[config.mk]
export PLATFORM = sky130hd
export DESIGN_NAME = mem_arbiter
export DESIGN_NICKNAME = d
export VERILOG_FILES = /design/src/rtl/mem_arbiter.sv
export SDC_FILE = /design/constraint.sdc
export NUM_CORES = 1
export LEC_CHECK = 0
export ABC_AREA = 1
export ABC_CLOCK_PERIOD_IN_PS = 3400
export CORE_AREA = 2 2 121 123
export CTS_BUF_LIST = sky130_fd_sc_hd__clkbuf_4 sky130_fd_sc_hd__clkbuf_8
export DETAILED_ROUTE_END_ITERATION = 12
export DIE_AREA = 0 0 123 125
export GPL_ROUTABILITY_DRIVEN = 1
export PLACE_DENSITY = 0.86
export REMOVE_ABC_BUFFERS = 1
export SETUP_SLACK_MARGIN = 0.1
export SLEW_MARGIN = 10
export SYNTH_ARGS = -nofsm -noshare
export SYNTH_HDL_FRONTEND = slang
export SYNTH_SLANG_ARGS = --single-unit
[constraint.sdc]
create_clock -name clk -period 3.4 [get_ports clk]
set_clock_uncertainty 0.05 [all_clocks]
set_input_delay 0.34 -clock clk [delete_from_list [all_inputs] [get_ports clk]]
set_output_delay 0.34 -clock clk [all_outputs]
set_load 0.02 [all_outputs]
[src/rtl/mem_arbiter.sv]
// Two-port arbiter sharing one backing memory port between instruction and data requesters.
// Requests are registered towards memory; single-beat responses route back combinationally.
package mem_pkg;

  typedef struct packed {
    logic        mem_valid;
    logic        mem_fence;
    logic        mem_instr;
    logic [31:0] mem_addr;
    logic [31:0] mem_wdata;
    logic [3:0]  mem_wstrb;
  } mem_in_type;

  typedef struct packed {
    logic [31:0] mem_rdata;
    logic        mem_ready;
  } mem_out_type;

endpackage

module mem_arbiter
  import mem_pkg::*;
#(
  parameter int unsigned max_burst = 4
) (
  input  logic        clk,
  input  logic        rst,
  input  mem_in_type  imem_in,
  output mem_out_type imem_out,
  input  mem_in_type  dmem_in,
  output mem_out_type dmem_out,
  input  mem_out_type mem_out,
  output mem_in_type  mem_in
);

  localparam logic [3:0] CNT_MAX = 4'(max_burst);
  localparam logic       PORT_I  = 1'b0;

  typedef enum logic {IDLE, BUSY} state_t;

  state_t      state_reg;
  mem_in_type  req_reg;
  logic        owner_reg;
  logic        last_reg;
  logic [3:0]  cnt_reg;

  logic        grant_next;
  logic [3:0]  cnt_next;
  mem_in_type  port_req [2];
  mem_out_type port_rsp [2];

  assign port_req[0] = imem_in;
  assign port_req[1] = dmem_in;
  assign imem_out    = port_rsp[0];
  assign dmem_out    = port_rsp[1];
  assign mem_in      = req_reg;

  // Port index 1 is the data side, so a lone data request selects it directly.
  always_comb begin
    grant_next = dmem_in.mem_valid;
    if (imem_in.mem_valid && dmem_in.mem_valid) begin
      grant_next = (cnt_reg == CNT_MAX) ? ~last_reg : last_reg;
    end
    cnt_next = (cnt_reg >= CNT_MAX) ? CNT_MAX : cnt_reg + 4'd1;
  end

  always_ff @(posedge clk or posedge rst) begin
    if (rst) begin
      state_reg <= IDLE;
      req_reg   <= '0;
      owner_reg <= PORT_I;
      last_reg  <= PORT_I;
      cnt_reg   <= '0;
    end else begin
      case (state_reg)
        IDLE: begin
          if (imem_in.mem_valid || dmem_in.mem_valid) begin
            req_reg           <= port_req[grant_next];
            req_reg.mem_valid <= 1'b1;
            owner_reg         <= grant_next;
            state_reg         <= BUSY;
          end
        end
        BUSY: begin
          if (mem_out.mem_ready) begin
            req_reg.mem_valid <= 1'b0;
            state_reg         <= IDLE;
            if (owner_reg == last_reg) begin
              cnt_reg <= cnt_next;
            end else begin
              cnt_reg  <= 4'd1;
              last_reg <= owner_reg;
            end
          end
        end
        default: state_reg <= IDLE;
      endcase
    end
  end

  // Only the current owner sees the memory response, and only while a transaction is open.
  generate
    for (genvar gi = 0; gi < 2; gi++) begin : g_rsp
      logic hit;
      assign hit          = (state_reg == BUSY) && (owner_reg == 1'(gi)) && mem_out.mem_ready;
      assign port_rsp[gi] = hit ? mem_out : '0;
    end
  endgenerate

endmodule

==> report_table.html <==
<table>
<tr><th>Metric</th><th>Value</th></tr>
<tr><th colspan="2">Yosys</th></tr>
<tr><td>Yosys cell types</td><td>18</td></tr>
<tr><td>Total of warnings raised by yosys</td><td>0</td></tr>
<tr><td>Mapped Cells</td><td>758</td></tr>
<tr><td>Cell taking the most area after synthesis</td><td>sky130_fd_sc_hd__dfrtp_1</td></tr>
<tr><td>Average footprint of a synthesized cell</td><td>between 6 and 7 um^2</td></tr>
<tr><td>Sequential element share of the synthesized area</td><td>between 40% and 50%</td></tr>
<tr><td>Leading post-synthesis cells by cell area</td><td>sky130_fd_sc_hd__dfrtp_1, sky130_fd_sc_hd__nand3_1, sky130_fd_sc_hd__inv_1, sky130_fd_sc_hd__nand2_1, sky130_fd_sc_hd__nor2_1</td></tr>
<tr><td>Number of synthesized register bits</td><td>slightly below 80</td></tr>
<tr><td>Proportion of netlist area held by the largest area contributor</td><td>between 40% and 50%</td></tr>
<tr><td>Summed instance area of the synthesized netlist</td><td>a little under 5000 um^2</td></tr>
<tr><th colspan="2">Floorplan</th></tr>
<tr><td>Die area</td><td>15380 um^2</td></tr>
<tr><td>Y dimension of the die</td><td>125 um</td></tr>
<tr><td>Core outline area</td><td>between 10000 and 15000 um^2</td></tr>
<tr><td>Initial standard-cell utilization of the core</td><td>roughly 34%</td></tr>
<tr><td>Row count</td><td>between 40 and 50</td></tr>
<tr><td>Horizontal die dimension</td><td>123 um</td></tr>
<tr><td>Count of boundary I/O pins</td><td>314</td></tr>
<tr><th colspan="2">Global routing</th></tr>
<tr><td>Number of global-route vias before repair</td><td>5646</td></tr>
<tr><td>Global-route usage over all layers</td><td>between 20% and 30%</td></tr>
<tr><td>Remaining Overflow, GRT</td><td>0</td></tr>
<tr><td>Pin count of the biggest net entering global routing</td><td>just under 80</td></tr>
<tr><td>Wire length of the first global-routing pass</td><td>28260 um</td></tr>
<tr><td>Antenna violations before repair</td><td>6</td></tr>
<tr><th colspan="2">Final layout</th></tr>
<tr><td>Fraction of layout instances using a drive strength above 1</td><td>approximately 3%</td></tr>
<tr><td>Flip-flop count of the largest register after layout</td><td>71</td></tr>
<tr><td>Final layout net count</td><td>1219</td></tr>
<tr><td>Final-layout fill cell count</td><td>~1.3k</td></tr>
<tr><td>Multi-input combinational cell area</td><td>2003 um^2</td></tr>
<tr><td>Post-layout utilization of the core</td><td>58.54%</td></tr>
<tr><td>Area added between synthesis and finish</td><td>70.69%</td></tr>
<tr><td>Area used by sequential logic in the layout</td><td>a little under 2000 um^2</td></tr>
<tr><th colspan="2">Power and ir drop</th></tr>
<tr><td>Switching power summed over all nets</td><td>between 2000 and 2500 uW</td></tr>
<tr><td>Clock share of power</td><td>between 10% and 20%</td></tr>
<tr><td>Maximum vdd drop</td><td>331.7 uV</td></tr>
<tr><td>Cell internal power dissipation</td><td>2877 uW</td></tr>
<tr><td>Cell leakage power</td><td>0.004322 uW</td></tr>
<tr><td>Portion of total power attributed to combinational logic</td><td>a little under three fifths</td></tr>
<tr><td>Total power</td><td>~5000 uW</td></tr>
<tr><td>Sequential group share of total power</td><td>slightly above 30%</td></tr>
<tr><td>Switching power share of the total</td><td>42.36%</td></tr>
<tr><td>Power Density</td><td>roughly 600 nW/um^2</td></tr>
<tr><th colspan="2">Drt</th></tr>
<tr><td>Wire per inst</td><td>about 15 um</td></tr>
<tr><td>Number of vias after detailed routing</td><td>5846</td></tr>
<tr><td>Met2 Wirelength</td><td>approximately 9000 um</td></tr>
<tr><td>Residual antenna-violating net count after detailed routing</td><td>0</td></tr>
<tr><td>Detailed-router iteration count before antenna repair</td><td>5</td></tr>
<tr><td>Avg Vias per Cell</td><td>around 4.7</td></tr>
<tr><td>Sum of routed wire segments on met1</td><td>6598 um</td></tr>
<tr><td>Top routing layer used</td><td>met4</td></tr>
<tr><td>Met3 Routed Length</td><td>approximately 1700 um</td></tr>
<tr><td>DRC</td><td>0</td></tr>
<tr><td>DRT Wirelength</td><td>approximately 18000 um</td></tr>
<tr><td>Initial drt markers</td><td>~270</td></tr>
<tr><th colspan="2">Setup path</th></tr>
<tr><td>Cell breakdown of the critical path</td><td>clkdlybuf4s50_1 &gt; nand2_1 &gt; nor2_1 &gt; inv_1 &gt; nor2_1 &gt; clkdlybuf4s50_1</td></tr>
<tr><td>Type of element launching the critical path</td><td>primary input</td></tr>
<tr><td>Biggest fanout along the worst timing path</td><td>33</td></tr>
<tr><td>Arrival time at the worst endpoint</td><td>between 2 and 2.5 ns</td></tr>
<tr><td>Worst path slowest cell</td><td>sky130_fd_sc_hd__clkdlybuf4s50_1</td></tr>
<tr><td>Kind of end point of the critical path</td><td>primary output</td></tr>
<tr><td>Required time worst endpoint</td><td>around 3.0 ns</td></tr>
<tr><td>Category of the critical setup timing path</td><td>primary input to primary output</td></tr>
<tr><td>Critical path's largest stage delay</td><td>~0.64 ns</td></tr>
<tr><th colspan="2">Timing</th></tr>
<tr><td>Final worst slack</td><td>0.6383 ns</td></tr>
<tr><td>Unrepaired setup endpoints after global routing</td><td>no</td></tr>
<tr><td>Final setup vio count</td><td>0</td></tr>
<tr><td>Worst slew margin relative to its limit</td><td>between 30% and 40%</td></tr>
<tr><td>Worst hold-check slack</td><td>about 0.33 ns</td></tr>
<tr><td>Hold Fails Final Rpt</td><td>0</td></tr>
<tr><td>Maximum clock frequency</td><td>about 360 MHz</td></tr>
<tr><td>Slew at the pin closest to its max-slew limit</td><td>~0.9 ns</td></tr>
<tr><td>Slew Viols, Final</td><td>0</td></tr>
<tr><td>Share of the cycle needed by the critical path after routing</td><td>around four fifths</td></tr>
<tr><td>Setup TNS</td><td>0 ns</td></tr>
<tr><td>Minimum clock period after layout</td><td>around 2.8 ns</td></tr>
<tr><th colspan="2">Hold path</th></tr>
<tr><td>Worst min-delay path class</td><td>primary input to asynchronous set/reset pin</td></tr>
<tr><th colspan="2">Clock network</th></tr>
<tr><td>Clock-pin slew reported for the worst setup and hold paths after clock tree synthesis</td><td>approximately 0.080 ns</td></tr>
<tr><td>Root buffer cell</td><td>sky130_fd_sc_hd__clkbuf_8</td></tr>
<tr><td>Maximum count of clock buffers along a single path</td><td>2</td></tr>
<tr><td>Clock Latency Late Sink</td><td>~0.34 ns</td></tr>
<tr><td>Count of hold buffers inserted by post-cts repair</td><td>0</td></tr>
<tr><td>Number of buffers added for setup after CTS</td><td>0</td></tr>
<tr><td>Clock Sinks</td><td>78</td></tr>
<tr><td>Post-cts repair resize count</td><td>0</td></tr>
<tr><td>Number of clock buffers inserted by TritonCTS</td><td>9</td></tr>
<tr><td>Number of H-tree levels</td><td>3</td></tr>
<tr><td>Clock tree from TritonCTS</td><td>built</td></tr>
<tr><th colspan="2">Place</th></tr>
<tr><td>Total of buffers placed on input and output ports</td><td>between 300 and 400</td></tr>
<tr><td>Final weighted congestion in routability-driven placement</td><td>0.8174</td></tr>
<tr><td>HPWL after DPL</td><td>between 10000 and 15000 um</td></tr>
<tr><td>Worst slack, placed</td><td>approximately 0.63 ns</td></tr>
<tr><th colspan="2">Run</th></tr>
<tr><td>Maximum capacitance violations</td><td>0</td></tr>
<tr><th colspan="2">Status</th></tr>
<tr><td>Outcome</td><td>completed</td></tr>
</table>
-- power groups by stage --
stage	Sequential (uW)	Combinational, uW	Clock [uW]
final	1540	2820	627
after CTS	1540	2850	652
after floorplan	1980	906	0
after global routing	1590	3050	702
after detailed placement	1540	2840	0
after global placement	1530	2790	0
-- path summary, 6_finish.rpt --
path | from | endpoint | slack [ns] | depth (start not counted)
max in group asynchronous | rst | last_reg | 2.61 | 3
setup / recovery | mem_out[0] | imem_out[6] | 0.64 | 6
hold reg to reg | mem_in[21] | mem_in[21] | 0.43 | 2
min in group clk | mem_in[21] | mem_in[21] | 0.43 | 2
hold / removal | rst | mem_in[1] | 0.33 | 3
setup reg to reg | cnt_reg[0] | mem_in[4] | 1.00 | 9
-- per-stage QoR --
step,instances,area [um^2]
floorplan,709,4639
global placement,1213,8124
detailed placement,1213,8124
CTS,1229,8299
global route,1235,8314
finish,1235,8314
-- layout by cell type (no fill, tap or decap), types with 5 or more instances in the layout --
cell type                         count
sky130_fd_sc_hd__clkbuf_8            10
sky130_fd_sc_hd__nor2_1              70
sky130_fd_sc_hd__diode_2              6
sky130_fd_sc_hd__nand3_1            212
sky130_fd_sc_hd__inv_1              182
sky130_fd_sc_hd__buf_12               5
sky130_fd_sc_hd__nand2_1            146
sky130_fd_sc_hd__dfrtp_1             78
sky130_fd_sc_hd__o21ai_0              5
sky130_fd_sc_hd__clkdlybuf4s50_1    312
-- per-layer routing --
layer / GRT usage [%] / vias to the layer above
met1: 24.79 / 2666
met4: 13.64 / 0
li1: - / 2850
met5: 0 / -
met3: 7.254 / 42
met2: 41.08 / 288
-- logic make-up (layout without fill, tap and decap cells) --
kind of cell	Yosys count	count (layout)	synth area share (%)
other	0	6	0
AOI/OAI and AO/OA	10	10	1.130
DFF	78	78	40.07
adders and majority gates	2	2	0.5137
and+or+nand+nor	434	434	39.28
buffers and inverters	234	521	19.01
-- synth_stat cells --
| master | n |
|---|---|
| sky130_fd_sc_hd__a21oi_1 | 3 |
| sky130_fd_sc_hd__buf_1 | 14 |
| sky130_fd_sc_hd__buf_2 | 14 |
| sky130_fd_sc_hd__buf_4 | 8 |
| sky130_fd_sc_hd__clkbuf_1 | 13 |
| sky130_fd_sc_hd__dfrtp_1 | 78 |
| sky130_fd_sc_hd__ha_1 | 2 |
| sky130_fd_sc_hd__inv_1 | 183 |
| sky130_fd_sc_hd__inv_2 | 2 |
| sky130_fd_sc_hd__nand2_1 | 147 |
| sky130_fd_sc_hd__nand3_1 | 212 |
| sky130_fd_sc_hd__nand3_2 | 2 |
| sky130_fd_sc_hd__nand4_1 | 2 |
| sky130_fd_sc_hd__nor2_1 | 70 |
| sky130_fd_sc_hd__nor3_1 | 1 |
| sky130_fd_sc_hd__o21ai_0 | 5 |
| sky130_fd_sc_hd__o21ai_2 | 1 |
| sky130_fd_sc_hd__o22ai_1 | 1 |
-- final cells by class --
type	count	share of cell area [%]
diodes	6	0.1806
clock buffers	12	1.836
inverters	185	8.367
repair buffers	320	39.01
flip-flops and latches	78	23.48
clock inverters	4	0.2709
well taps	184	2.769
multi-input cells	446	24.09
-- worst max-delay path, delay by kind of cell --
family                 cells  cell delay [ns]
AND/OR/NAND/NOR            3             0.53
buffers and inverters      3             1.50
(Power assumes the default switching activity.)
